`src/rtl/servo_pkg.sv`:
```
// servo_pkg -- shared definitions for the servo position path.
//
// Holds the position and step widths and the ramp controller state
// encoding. The PWM stage imports this package too, so both sides agree on
// the duty-cycle width.
//
// Contents:
//   POS_W          position / duty-cycle width (8)
//   STEP_W         per-frame step size width (4)
//   servo_state_t  ramp controller states IDLE / RAMP
package servo_pkg;

    localparam int POS_W  = 8;
    localparam int STEP_W = 4;

    typedef enum logic {
        IDLE = 1'b0,
        RAMP = 1'b1
    } servo_state_t;

endpackage

```
`src/rtl/servo_frame_timer.sv`:
```
// servo_frame_timer -- free-running frame counter for the servo ramp.
//
// Counts 0..FRAME_CLKS-1 and wraps. frame_o is high for the single cycle in
// which the count sits at FRAME_CLKS-1, so the next clock edge is the frame
// boundary where position updates are applied.
//
// Parameters:
//   FRAME_CLKS  clk cycles per frame (>= 2)
// Ports:
//   clk      clock
//   rst      synchronous reset, active-low (count returns to 0)
//   frame_o  one-cycle frame boundary pulse
module servo_frame_timer
    import servo_pkg::*;
#(
    parameter int FRAME_CLKS = 238000
) (
    input  logic clk,
    input  logic rst,
    output logic frame_o
);

    localparam int              CNT_W = (FRAME_CLKS > 2) ? $clog2(FRAME_CLKS) : 1;
    localparam logic [CNT_W-1:0] LAST = CNT_W'(FRAME_CLKS - 1);

    logic [CNT_W-1:0] cnt;

    always_ff @(posedge clk) begin
        if (!rst) begin
            cnt <= '0;
        end else if (cnt == LAST) begin
            cnt <= '0;
        end else begin
            cnt <= cnt + CNT_W'(1);
        end
    end

    // Decoded from the count register; 0 while in reset because the count is 0.
    assign frame_o = (cnt == LAST);

endmodule

```
`src/rtl/servo_ramp.sv`:
```
// servo_ramp -- rate-limited servo position controller.
//
// Accepts a target position through a valid/ready handshake and walks the
// registered duty cycle toward it by at most step_i per frame. Position
// changes only on frame boundaries. While a ramp is in progress new targets
// are refused (tgt_ready_o low).
//
// Optional build macro:
//   SERVO_RAMP_CLAMP_EN  when defined, accepted targets are clamped to
//                        [MIN_POS, MAX_POS]; otherwise they latch unmodified.
//
// Parameters:
//   FRAME_CLKS  clk cycles per frame (>= 2)
//   INIT_POS    duty cycle / target after reset
//   MIN_POS     lower clamp bound (clamp build only)
//   MAX_POS     upper clamp bound (clamp build only)
// Ports:
//   clk           clock
//   rst           synchronous reset, active-low
//   tgt_i         requested target position
//   tgt_valid_i   tgt_i valid
//   tgt_ready_o   target can be accepted (controller idle)
//   step_i        max position change per frame, 0 means 1
//   duty_cycle_o  registered position to the PWM stage
//   busy_o        high while ramping
//   frame_o       one-cycle frame boundary pulse
module servo_ramp
    import servo_pkg::*;
#(
    parameter int FRAME_CLKS = 238000,
    parameter int INIT_POS   = 128,
    parameter int MIN_POS    = 0,
    parameter int MAX_POS    = 255
) (
    input  logic              clk,
    input  logic              rst,
    input  logic [POS_W-1:0]  tgt_i,
    input  logic              tgt_valid_i,
    output logic              tgt_ready_o,
    input  logic [STEP_W-1:0] step_i,
    output logic [POS_W-1:0]  duty_cycle_o,
    output logic              busy_o,
    output logic              frame_o
);

    if (!((MIN_POS <= INIT_POS) && (INIT_POS <= MAX_POS) && (FRAME_CLKS >= 2))) begin : g_bad_cfg
        $error("servo_ramp: require MIN_POS <= INIT_POS <= MAX_POS and FRAME_CLKS >= 2");
    end

    // Saturate an accepted target into the allowed travel range.
    function automatic logic [POS_W-1:0] clamp_tgt(input logic [POS_W-1:0] t);
`ifdef SERVO_RAMP_CLAMP_EN
        if (t < POS_W'(MIN_POS)) begin
            return POS_W'(MIN_POS);
        end else if (t > POS_W'(MAX_POS)) begin
            return POS_W'(MAX_POS);
        end
        return t;
`else
        return t;
`endif
    endfunction

    // One frame's move from cur toward tgt. The difference is taken in
    // POS_W+1 signed bits so both directions are exact; when the remaining
    // distance is within one step the result lands exactly on tgt, so the
    // position never overshoots or wraps.
    function automatic logic [POS_W-1:0] step_toward(input logic [POS_W-1:0]  cur,
                                                     input logic [POS_W-1:0]  tgt,
                                                     input logic [STEP_W-1:0] stp);
        logic signed [POS_W:0] diff;
        logic signed [POS_W:0] mag;
        diff = $signed({1'b0, tgt}) - $signed({1'b0, cur});
        mag  = (stp == '0) ? (POS_W+1)'(1) : $signed((POS_W+1)'(stp));
        if (diff > mag) begin
            return cur + mag[POS_W-1:0];
        end else if (diff < -mag) begin
            return cur - mag[POS_W-1:0];
        end
        return tgt;
    endfunction

    servo_state_t     state;
    logic [POS_W-1:0] duty;
    logic [POS_W-1:0] target;
    logic [POS_W-1:0] tgt_acc;
    logic [POS_W-1:0] duty_nxt;
    logic             busy_r;
    logic             ready_r;
    logic             frame;

    servo_frame_timer #(
        .FRAME_CLKS (FRAME_CLKS)
    ) u_frame_timer (
        .clk     (clk),
        .rst     (rst),
        .frame_o (frame)
    );

    assign tgt_acc  = clamp_tgt(tgt_i);
    assign duty_nxt = step_toward(duty, target, step_i);

    always_ff @(posedge clk) begin
        if (!rst) begin
            state   <= IDLE;
            duty    <= POS_W'(INIT_POS);
            target  <= POS_W'(INIT_POS);
            busy_r  <= 1'b0;
            ready_r <= 1'b1;
        end else begin
            unique case (state)
                // A transfer only latches the target; even on a frame edge the
                // first step waits for the next frame.
                IDLE: begin
                    if (tgt_valid_i && ready_r) begin
                        target <= tgt_acc;
                        if (tgt_acc != duty) begin
                            state   <= RAMP;
                            busy_r  <= 1'b1;
                            ready_r <= 1'b0;
                        end
                    end
                end
                RAMP: begin
                    if (frame) begin
                        duty <= duty_nxt;
                        if (duty_nxt == target) begin
                            state   <= IDLE;
                            busy_r  <= 1'b0;
                            ready_r <= 1'b1;
                        end
                    end
                end
            endcase
        end
    end

    assign duty_cycle_o = duty;
    assign busy_o       = busy_r;
    assign tgt_ready_o  = ready_r;
    assign frame_o      = frame;

endmodule

```
`config.mk`:
```
export PLATFORM = sky130hd
export DESIGN_NAME = servo_ramp
export DESIGN_NICKNAME = d
export VERILOG_FILES = /design/src/rtl/servo_pkg.sv /design/src/rtl/servo_frame_timer.sv /design/src/rtl/servo_ramp.sv
export SDC_FILE = /design/constraint.sdc
export NUM_CORES = 1
export LEC_CHECK = 0
export ABC_CLOCK_PERIOD_IN_PS = 4600
export CORE_ASPECT_RATIO = 1.75
export CORE_MARGIN = 5
export CORE_UTILIZATION = 55
export CTS_BUF_LIST = sky130_fd_sc_hd__clkbuf_8
export CTS_CLUSTER_SIZE = 40
export DETAILED_ROUTE_END_ITERATION = 8
export PLACE_DENSITY = 0.79
export SLEW_MARGIN = 20
export SYNTH_ARGS = -nofsm -noshare
export SYNTH_HDL_FRONTEND = slang
export SYNTH_HIERARCHICAL = 1
export SYNTH_SLANG_ARGS = --single-unit
```
`constraint.sdc`:
```
create_clock -name clk -period 4.6 [get_ports clk]
set_clock_uncertainty 0.1 [all_clocks]
set_input_delay 0.92 -clock clk [delete_from_list [all_inputs] [get_ports clk]]
set_output_delay 0.92 -clock clk [all_outputs]
set_load 0.005 [all_outputs]
```
==> Word-level counts from Yosys, hierarchy flattened <==
Index checks and enable logic that the tools add are counted.
Widths: inputs -> output; s select.
{ "classes": {"addsub": 5, "magnitude_cmp": 2, "n_eq_ne": 7, "mux": 21, "bitwise_logic": 2, "n_reduce_logical": 6} }
{ "op_table": {"columns": ["cell", "n"], "rows": [
  ["$mux 8", 3],
  ["$add 18x1->18 const B", 1],
  ["$eq 18x18->1 const B", 1],
  ["$mux 1", 14],
  ["$gt 9x5->1", 1],
  ["$lt 9x9->1", 1],
  ["$neg 4->9", 1],
  ["$sub 8x8->9", 1],
  ["$add 8x4->8", 1],
  ["$eq 8x8->1", 1],
  ["$ne 8x8->1", 1],
  ["$sub 8x4->8", 1],
  ["$ne 2x2->1 const B", 3],
  ["$pmux 1 s2", 3],
  ["$logic_not 4->1", 1],
  ["$mux 4", 1],
  ["$reduce_and 2->1", 2],
  ["$reduce_and 4->1", 1],
  ["$ne 2x1->1 const B", 1],
  ["$not 1->1", 2],
  ["$reduce_or 2->1", 1],
  ["$logic_and 1x1->1", 1]
]} }
{ "totals": {"register_bits": 37, "inputBits": 15, "out_inout_bits": 11} }

==> Longest topological paths before layout <==
Gate-level depths: netlist of the first run.
{ "logic_depth": {"word_depth": 11, "mapped_depth": 24, "ltp_nobuf": 24} }

==> By module <==
Netlist of the first run, hierarchy kept.
{ "by_module_without_submodules": {"columns": ["mod", "instances", "cells_each", "area_each_um2", "seq_area_each_um2"], "rows": [
  ["servo_ramp", 1, 265, 2205.9, 380.4],
  ["servo_frame_timer", 1, 90, 819.5, 360.3]
]} }

==> Least setup slack after synthesis of the first run <==
Ideal clock, no wire load.
{ "synth_path": {"path_kind": "reg2reg", "start": "register duty[1] (netlist: duty_cycle_o[1])", "end": "register busy_r (netlist: busy_o)", "setup_ns": 0.131, "arrival_time_ns": 4.453, "required_ns": 4.369, "path_slack_ns": -0.084, "path_stages_with_launch": 23, "path_buffers": 0, "cell_sequence": "dfxtp_1 -> inv_1 -> ha_1 -> nand2b_1 -> nand2b_1 -> a21oi_1 -> xnor2_1 -> ha_1 -> a21oi_1 -> o21ai_0 -> a211oi_2 -> a31oi_4 -> inv_4 -> o21ai_0 -> fa_1 -> xor2_1 -> o2111ai_1 -> a2111oi_0 -> o2111ai_1 -> nor4b_2 -> a22oi_1 -> a21oi_1 -> a221oi_1"} }
{ "synth_between": {"elab_chain_cells": 8, "word_cells_on_any_way": 15, "classes_between": "add/sub: 3; order compare: 2; eq/ne: 4; mux: 5; reduce/logical: 1"} }
{ "synth_lines": {"columns": ["element", "line_no", "text"], "rows": [
  ["start, declared", "servo_ramp.sv:84", "logic [POS_W-1:0] duty;"],
  ["start signal, assigned", "servo_ramp.sv:106", "duty <= POS_W'(INIT_POS);"],
  ["start signal, assigned", "servo_ramp.sv:126", "duty <= duty_nxt;"],
  ["$sub 8x8->9", "servo_ramp.sv:73", "diff = $signed({1'b0, tgt}) - $signed({1'b0, cur});"],
  ["$lt 9x9->1", "servo_ramp.sv:77", "end else if (diff < -mag) begin"],
  ["$mux 1", "servo_ramp.sv:77", null],
  ["$mux 1", "servo_ramp.sv:75", "if (diff > mag) begin"],
  ["$mux 8", "servo_ramp.sv:80", "return tgt;"],
  ["$eq 8x8->1", "servo_ramp.sv:127", "if (duty_nxt == target) begin"],
  ["$ne 2x1->1 (no source line)", null, null],
  ["$reduce_and 4->1 (no source line) *", null, null],
  ["end signal, assigned", "servo_ramp.sv:108", "busy_r <= 1'b0;"],
  ["end signal, assigned", "servo_ramp.sv:119", "busy_r <= 1'b1;"],
  ["end signal, assigned", "servo_ramp.sv:129", "busy_r <= 1'b0;"],
  ["end, declared", "servo_ramp.sv:88", "logic busy_r;"]
]} }
Mark *: on every way between the ends. The rest lies on a longest branch, timed or not. The select of a mux whose other input is x is not followed.
A chain may end at the register's enable or synchronous reset.

==> Worst setup path in the final report of the first run <==
{ "layout_path": {"start": "register target[0]", "end": "register ready_r (netlist: tgt_ready_o)"} }
{ "layout_between": {"elab_chain_cells": 8, "word_cells_on_any_way": 10, "classes_between": "add/sub: 1; order compare: 2; eq/ne: 2; mux: 4; reduce/logical: 1"} }
{ "layout_lines": {"columns": ["element", "line_no", "text"], "rows": [
  ["start, declared", "servo_ramp.sv:85", "logic [POS_W-1:0] target;"],
  ["start signal, assigned", "servo_ramp.sv:107", "target <= POS_W'(INIT_POS);"],
  ["start signal, assigned", "servo_ramp.sv:116", "target <= tgt_acc;"],
  ["$sub 8x8->9", "servo_ramp.sv:73", null],
  ["$lt 9x9->1", "servo_ramp.sv:77", null],
  ["$mux 1", "servo_ramp.sv:77", null],
  ["$mux 1", "servo_ramp.sv:75", null],
  ["$mux 8", "servo_ramp.sv:80", null],
  ["$eq 8x8->1 *", "servo_ramp.sv:127", null],
  ["$ne 2x1->1 (no source line) *", null, null],
  ["$reduce_and 4->1 (no source line) *", null, null],
  ["end signal, assigned", "servo_ramp.sv:109", "ready_r <= 1'b1;"],
  ["end signal, assigned", "servo_ramp.sv:120", "ready_r <= 1'b0;"],
  ["end signal, assigned", "servo_ramp.sv:130", "ready_r <= 1'b1;"],
  ["end, declared", "servo_ramp.sv:89", "logic ready_r;"]
]} }
Mark *: on every way between the ends. The rest lies on a longest branch, timed or not.

==> results.tsv, run 1 <==
stage	metric	value	unit
outcome	status	finished with violations	
outcome	violated_checks	setup timing	
timing	final_max_slew_viol_count	0	
power_and_ir_drop	power.sequential.fraction	19.1	%
timing	hold_slack	0.379	ns
cts	cts_made_buffers	5	
critical_path	path_buf_inv	5	
logic_synthesis	yosys-top-cells-area	sky130_fd_sc_hd__dfxtp_1 (24%), sky130_fd_sc_hd__ha_1 (13%), sky130_fd_sc_hd__xor2_1 (6.4%), sky130_fd_sc_hd__xnor2_1 (5.5%), sky130_fd_sc_hd__nor2_1 (4.5%)	
logic_synthesis	post_synth.cell_area_avg	8.52	um2
cts	cts.sink_count	37	
logic_synthesis	ys_async_sr_fraction	0	%
logic_synthesis	synthesis.instances	355	
logic_synthesis	synth.largest_area_cell	sky130_fd_sc_hd__dfxtp_1	
drt	drtAntennaViolNets	0	
drt	drt-initial-drc-count	198	
drt	finalWirelength	9.79	mm
power_and_ir_drop	internal-power	1.13	mW
critical_path	worstRegToRegCells	23	
cts	ctsHoldBuffers	0	
hold_path	class_of_the_tightest_hold_or_removal_check	register to register	
global_routing	grt_first_pass_wirelength	14.6	mm
timing	final-setup-viol-count	4	
cts	clkTransAtPathRegs	0.07	ns
critical_path	r2r-end	tgt_ready_o	
global_routing	grt.total_usage	26.4	%
power_and_ir_drop	power.net_switching	0.827	mW
floorplanning	placement_rows	35	
final_layout	num-fill-cells	341	
drt	drt_pre_antenna_iters	6	
logic_synthesis	syn_nets	403	
global_routing	grt_overflow_total	0	
power_and_ir_drop	sum_of_internal_switching_and_leakage_power	1.95	mW
power_and_ir_drop	leakage	1.80	nW
timing	period_needed	4.86	ns
global_routing	grt_antenna_before_repair	0	
timing	fmax	206	MHz
logic_synthesis	ys_types	69	
global_routing	first_global_vias	3166	
critical_path	worst-endpoint-required	4.67	ns
floorplanning	core	5300	um2
final_layout	final_core_utilization	79.1	%
cts	clk_path_buf_depth	2	
critical_path	worst_setup_path_startpoint	target[0]	
drt	vias	3171	
critical_path	critical_path.top_delay_family	compound AO/OA/AOI/OAI gates	
final_layout	design.final.nets	492	
global_routing	maximum_number_of_pins_on_one_net_before_global_route_repair	18	
power_and_ir_drop	power-per-cell-area	466	nW/um2
placed_design	hpwl	7.03	mm
critical_path	worstSetupPathDepth	23	
drt	wl_per_cell	18.9	um
critical_path	crit_path_max_incr_delay	0.41	ns
power_and_ir_drop	peakVddDrop	0.362	mV
timing	period_share	106	%
floorplanning	ioPinCount	26	
power_and_ir_drop	pwr-share-comb	69.4	%
floorplanning	die_h	108	um
timing	timing.slew.headroom	32.8	%
critical_path	r2r-start	target[0]	
placed_design	preCtsSetupSlack	-0.693	ns
logic_synthesis	synth_top_flop_cell	sky130_fd_sc_hd__dfxtp_1	
critical_path	critPathKind	register to register	
cts	tritoncts_clock_tree	done	
critical_path	crit_path_end_kind	register	
timing	grt_setup_unrepaired	true	
floorplanning	die_area	7140	um2
cts	cts-htree-levels	2	
cts	clk-insertion-delay-late	0.29	ns
drt	detail_route.vias_per_cell	6.12	
floorplanning	starting_density_of_the_core	57.1	%
critical_path	ordered_list_of_cells_on_the_worst_path	inv_4 > ha_4 > inv_2 > fa_2 > xor2_2 > ha_1 > nand2_1 > o21ai_2 > a211oi_4 > a31oi_4 > inv_4 > buf_4 > mux2i_1 > ha_1 > o21a_1 > o31a_1 > a221oi_1 > a31o_2 > nor4b_4 > buf_4 > a21oi_2 > a21oi_2 > a221o_1	
final_layout	n_antenna_cell	0	
timing	post-route-worst-setup-slack	-0.264	ns
logic_synthesis	synth_area	3030	um2
timing	max_slew.worst_pin.slew	0.999	ns
critical_path	crit_fanout	7	
critical_path	worst_setup_path_endpoint	tgt_ready_o	
logic_synthesis	yosys_warnings	6	
critical_path	critPathLaunchType	register	
placed_design	portBuffers	25	
logic_synthesis	sequential_cell_area_fraction_in_the_yosys_report	24.5	%
job	drv.max_cap_violation_count	0	
floorplanning	floorplan.die.width	66.1	um
cts	clockRootBuffer	sky130_fd_sc_hd__clkbuf_8	
timing	hold_violation_count_in_the_final_report	0	
logic_synthesis	yosysTopAreaCellShare	24.5	%
power_and_ir_drop	switching_share	42.3	%
final_layout	fraction_of_layout_instances_using_a_drive_strength_above_1	28.4	%
power_and_ir_drop	share_clk_of_total_power	11.5	%
critical_path	reg2reg_slack	-0.26	ns
placed_design	globalplace.congestion	1.00	
final_layout	area_delta_synth_final	38.6	%
logic_synthesis	synth-seq-cells	37	
critical_path	timing.critical_path.slowest_stage_cell	sky130_fd_sc_hd__fa_2	
critical_path	arrival	4.94	ns
logic_synthesis	synth_edf_count	0	
drt	drc_errors	0	
## cell type report
type | count | area (um2) | share of cell area (%)
Timing Repair Buffer | 89 | 737 | 17.6
Sequential cell | 37 | 748 | 17.8
Clock buffer | 6 | 82.6 | 1.97
Clock inverter | 1 | 3.75 | 0.0895
Inverter | 29 | 114 | 2.71
Tap cell | 74 | 92.6 | 2.21
Multi-Input combinational cell | 282 | 2420 | 57.6
## per-stage QoR
step	std cells	setup TNS (ns)	cell area, um2
floorplan	355	0	3030
global placement	502	-2.09	3740
detailed placement	502	-2.64	3740
CTS	513	-0.541	3940
global route	518	-1.17	4190
finish	518	-0.702	4190
## cell families (layout without fill, tap and decap cells)
kind of cell | Yosys count | in the layout | synth area share (%)
AOI/OAI and AO/OA | 75 | 75 | 18.0
xor gates and xnor gates | 42 | 42 | 12.7
adders and majority gates | 33 | 33 | 14.1
buffers and inverters | 36 | 125 | 5.25
DFF | 37 | 37 | 24.5
muxes | 14 | 14 | 4.67
other | 1 | 1 | 0.124
and+or+nand+nor | 117 | 117 | 20.6
## synth_stat cells (all sizes together) (2+ instances only)
cell type	number
a211o	2
a211oi	2
a21o	3
a21oi	17
a221oi	3
a311oi	2
a31o	2
a31oi	4
and2	4
and3	2
buf	3
clkbuf	3
dfxtp	37
fa	2
ha	31
inv	28
mux2i	13
nand2	15
nand2b	4
nand3	8
nand3b	2
nand4	8
nor2	36
nor2b	6
nor3	10
nor4	6
nor4b	2
o2111ai	2
o211ai	2
o21a	5
o21ai	19
or3	4
or3b	2
or4	2
or4b	3
xnor2	19
xor2	22
## worst min path at each step
| stage | start | to | slack, ns | depth (start not counted) |
|---|---|---|---|---|
| after floorplan | u_frame_timer/cnt[0] | u_frame_timer/cnt[0] | 0.33 | 1 |
| after global placement | u_frame_timer/cnt[0] | u_frame_timer/cnt[0] | 0.34 | 1 |
| after detailed placement | u_frame_timer/cnt[0] | u_frame_timer/cnt[0] | 0.36 | 1 |
| after CTS | u_frame_timer/cnt[0] | u_frame_timer/cnt[0] | 0.38 | 1 |
| after global routing | busy_o | busy_o | 0.41 | 2 |
| final | u_frame_timer/cnt[0] | u_frame_timer/cnt[0] | 0.38 | 1 |
## registers in the layout, summed over array words and instances, names as in the netlist
register           cells
duty_cycle_o           8
target                 8
state                  1
tgt_ready_o            1
u_frame_timer/cnt     18
busy_o                 1
## what timing repair did
action,in CTS,in global routing
gates resized for setup,25,38
endpoints found under the setup margin,4,4
buffers inserted,4,5
gates cloned,0,0
pin swaps,19,19
## power by group through the flow
| stage | clock [mW] | combinational [mW] | sequential (mW) |
|---|---|---|---|
| after CTS | 0.230 | 1.10 | 0.371 |
| after floorplan | 0 | 0.669 | 0.373 |
| after global placement | 0 | 1.02 | 0.376 |
| final | 0.224 | 1.36 | 0.373 |
| after detailed placement | 0 | 1.04 | 0.377 |
| after global routing | 0.246 | 1.44 | 0.375 |
## routing by layer
| layer | vias to the layer above | global-route usage, % | wire length [um] |
|---|---|---|---|
| met5 | - | 0 | 0 |
| met2 | 141 | 51.8 | 5550 |
| li1 | 1449 | - | - |
| met4 | 0 | 17.0 | 686 |
| met3 | 60 | 2.29 | 391 |
| met1 | 1521 | 24.9 | 3160 |
## placed cells by master, fill, tap and decap left out, types with 6 or more instances in the layout
cell type and n:
sky130_fd_sc_hd__a21oi_1 11, sky130_fd_sc_hd__buf_4 61, sky130_fd_sc_hd__clkbuf_8 6, sky130_fd_sc_hd__clkdlybuf4s50_1 21
sky130_fd_sc_hd__dfxtp_1 33, sky130_fd_sc_hd__ha_1 24, sky130_fd_sc_hd__ha_4 7, sky130_fd_sc_hd__inv_1 25
sky130_fd_sc_hd__mux2i_1 13, sky130_fd_sc_hd__nand2_1 14, sky130_fd_sc_hd__nand3_1 8, sky130_fd_sc_hd__nand4_1 8
sky130_fd_sc_hd__nor2_1 35, sky130_fd_sc_hd__nor3_1 8, sky130_fd_sc_hd__nor4_1 6, sky130_fd_sc_hd__o21ai_0 14
sky130_fd_sc_hd__xnor2_1 17, sky130_fd_sc_hd__xor2_1 20
No activity file was read; power rests on OpenSTA's default activity.
==> run 2: changes to the inputs <==
--- a/config.mk
+++ b/config.mk
@@ -5,6 +5,7 @@
 export SDC_FILE = /design/constraint.sdc
 export NUM_CORES = 1
 export LEC_CHECK = 0
+export ABC_AREA = 0
 export ABC_CLOCK_PERIOD_IN_PS = 4600
 export CORE_ASPECT_RATIO = 1.75
 export CORE_MARGIN = 5
==> constraint.sdc (replaced) <==
create_clock -name clk -period 4.6 [get_ports clk]
set_clock_uncertainty 0.1 [all_clocks]
set_input_delay 0.92 -clock clk [delete_from_list [all_inputs] [get_ports clk]]
set_output_delay 0.92 -clock clk [all_outputs]
set_load 0.02 [all_outputs]
==> run 2 against run 1 <==
- the run still ends with setup timing left
- power down 9.4%
- die area unchanged
- clock power down 2%
- via count down 3.0%
- first-iteration DRC count down 45%
- sequential share of layout area up 0.79 points
- utilization down 3.4 points
- non-clock buffer count down 9
- combinational power down 13%
- final area down 4.3%
- routed wire length down 5.9%
- largest power group unchanged
==> results.tsv, run 2 (synthesized netlist as in run 1, its figures left out) <==
stage	metric	value	unit
outcome	status	finished with violations	
outcome	violated_checks	setup timing	
timing	final_max_slew_viol_count	0	
floorplanning	die_area	7140	um2
timing	period_share	103	%
critical_path	worst_setup_path_startpoint	target[0]	
placed_design	placedCellCount	498	
placed_design	postPlaceCellArea	3710	um2
drt	detail_route.vias_per_cell	6.03	
timing	max_slew.worst_pin.slew	0.931	ns
critical_path	r2r-start	target[0]	
power_and_ir_drop	sum_of_internal_switching_and_leakage_power	1.77	mW
cts	clk-insertion-delay-late	0.30	ns
cts	tritoncts_clock_tree	done	
global_routing	grt_overflow_total	0	
timing	timing.slew.headroom	37.4	%
floorplanning	floorplan.die.width	66.1	um
critical_path	arrival	4.83	ns
final_layout	largest_register_ffs	18	
timing	final-setup-viol-count	3	
cts	clockRootBuffer	sky130_fd_sc_hd__clkbuf_8	
final_layout	design.final.nets	483	
timing	post-route-worst-setup-slack	-0.143	ns
critical_path	worstRegToRegCells	22	
drt	finalWirelength	9.20	mm
critical_path	crit_path_end_kind	register	
power_and_ir_drop	power-per-cell-area	441	nW/um2
final_layout	commonest_non_fill_non_tap_cell_in_the_layout	sky130_fd_sc_hd__buf_4	
cts	clkTransAtPathRegs	0.07	ns
floorplanning	placement_rows	35	
critical_path	worst-endpoint-required	4.69	ns
final_layout	area_delta_synth_final	32.7	%
placed_design	portBuffers	25	
global_routing	grt.total_usage	26.2	%
timing	hold_violation_count_in_the_final_report	0	
drt	wl_per_cell	18.0	um
critical_path	r2r-end	tgt_ready_o	
timing	grt_setup_unrepaired	true	
global_routing	grt_first_pass_wirelength	14.4	mm
critical_path	worst_setup_path_endpoint	tgt_ready_o	
timing	fmax	211	MHz
final_layout	stdcell_area	4020	um2
drt	vias	3076	
final_layout	registers.top_by_ff_count	u_frame_timer/cnt	
cts	clk_path_buf_depth	2	
placed_design	hpwl	7.05	mm
floorplanning	ioPinCount	26	
critical_path	critPathKind	register to register	
cts	cts_made_buffers	5	
global_routing	grt_antenna_before_repair	0	
final_layout	layout_common_cells	sky130_fd_sc_hd__buf_4 (54), sky130_fd_sc_hd__nor2_1 (36), sky130_fd_sc_hd__dfxtp_1 (33)	
critical_path	crit_fanout	3	
drt	drt_pre_antenna_iters	5	
power_and_ir_drop	leakage	1.73	nW
final_layout	n_antenna_cell	0	
global_routing	maximum_number_of_pins_on_one_net_before_global_route_repair	18	
final_layout	stdcell_count	510	
floorplanning	starting_density_of_the_core	57.1	%
cts	cts.sink_count	37	
cts	cts-htree-levels	2	
power_and_ir_drop	peakVddDrop	0.290	mV
placed_design	globalplace.congestion	0.994	
floorplanning	core	5300	um2
drt	drc_errors	0	
drt	drtAntennaViolNets	0	
global_routing	first_global_vias	3181	
hold_path	class_of_the_tightest_hold_or_removal_check	register to register	
floorplanning	die_h	108	um
critical_path	reg2reg_slack	-0.14	ns
timing	period_needed	4.74	ns
critical_path	critPathLaunchType	register	
drt	drt-initial-drc-count	108	
job	drv.max_cap_violation_count	0	
final_layout	fraction_of_layout_instances_using_a_drive_strength_above_1	25.5	%
-- run 2: cell count changes in the layout (fill, tap and decap cells not counted), sizes merged --
cell    delta
buf        -9
clkinv     +2
clkbuf     -1
-- run 2: worst min-delay path by stage --
stage                               from                   end  slack [ns]  cells after the start
CTS                 u_frame_timer/cnt[0]  u_frame_timer/cnt[0]        0.37                      1
global placement    u_frame_timer/cnt[0]  u_frame_timer/cnt[0]        0.34                      1
floorplan           u_frame_timer/cnt[0]  u_frame_timer/cnt[0]        0.33                      1
global route                      busy_o                busy_o        0.41                      2
finish              u_frame_timer/cnt[0]  u_frame_timer/cnt[0]        0.37                      1
detailed placement  u_frame_timer/cnt[0]  u_frame_timer/cnt[0]        0.36                      1
-- run 2: cell type report --
class                   count  area [um2]
fillers                   364        1280
inverters                  29         114
clock buffers               5        68.8
repair buffers             80         662
well taps                  74        92.6
multi-input cells         282        2320
flip-flops and latches     37         748
clock inverters             3        13.8
-- run 2: timing repair --
| action | CTS | global route |
|---|---|---|
| resized for setup | 23 | 22 |
| gates cloned | 0 | 0 |
| hold buffers | 0 | 0 |
| pin swaps | 17 | 26 |
| endpoints found under the setup margin | 4 | 4 |
| setup buffers | 1 | 4 |
-- run 2: per-stage QoR --
stage                     worst slack [ns]  hold WS (ns)  util, %  TNS (ns)
after global routing                -0.313         0.405     75.8    -0.945
after floorplan                     0.0147         0.330        -         0
final                               -0.143         0.368     75.8    -0.358
after CTS                           -0.223         0.374     73.5    -0.578
after global placement              -0.614         0.342     70.1     -2.04
after detailed placement            -0.729         0.358     70.1     -2.67
-- run 2: worst max-delay path: stages (launching register included) --
cell                        delay [ns]
sky130_fd_sc_hd__dfxtp_2          0.34
sky130_fd_sc_hd__inv_4            0.07
sky130_fd_sc_hd__ha_4             0.13
sky130_fd_sc_hd__inv_2            0.04
sky130_fd_sc_hd__fa_2             0.41
sky130_fd_sc_hd__xor2_2           0.22
sky130_fd_sc_hd__ha_1             0.32
sky130_fd_sc_hd__nand2_2          0.07
sky130_fd_sc_hd__o21ai_2          0.17
sky130_fd_sc_hd__a211oi_2         0.12
sky130_fd_sc_hd__a31oi_4          0.25
sky130_fd_sc_hd__or2b_1           0.31
sky130_fd_sc_hd__ha_1             0.32
sky130_fd_sc_hd__xnor2_1          0.15
sky130_fd_sc_hd__buf_4            0.16
sky130_fd_sc_hd__nor3_1           0.31
sky130_fd_sc_hd__a311oi_2         0.12
sky130_fd_sc_hd__o2111ai_2        0.23
sky130_fd_sc_hd__nor4b_2          0.07
sky130_fd_sc_hd__buf_4            0.14
sky130_fd_sc_hd__a22oi_2          0.17
sky130_fd_sc_hd__a21oi_2          0.10
sky130_fd_sc_hd__a221o_1          0.31
-- run 2: power by group --
part / switching, mW / total [mW] / leakage [nW] / internal, mW
combinational: 0.616 / 1.18 / 1.38 / 0.563
clock: 0.116 / 0.219 / 0.0491 / 0.103
sequential: 0.0285 / 0.372 / 0.303 / 0.344
-- run 2: per-layer routing --
metal | up-vias | wire (um) | part of all wire, % | track usage, %
met4 | 0 | 646 | 7.0 | 19.0
met5 | - | 0 | 0 | 0
met3 | 54 | 397 | 4.3 | 3.43
li1 | 1427 | - | - | -
met2 | 121 | 5230 | 57 | 50.5
met1 | 1474 | 2930 | 32 | 23.7
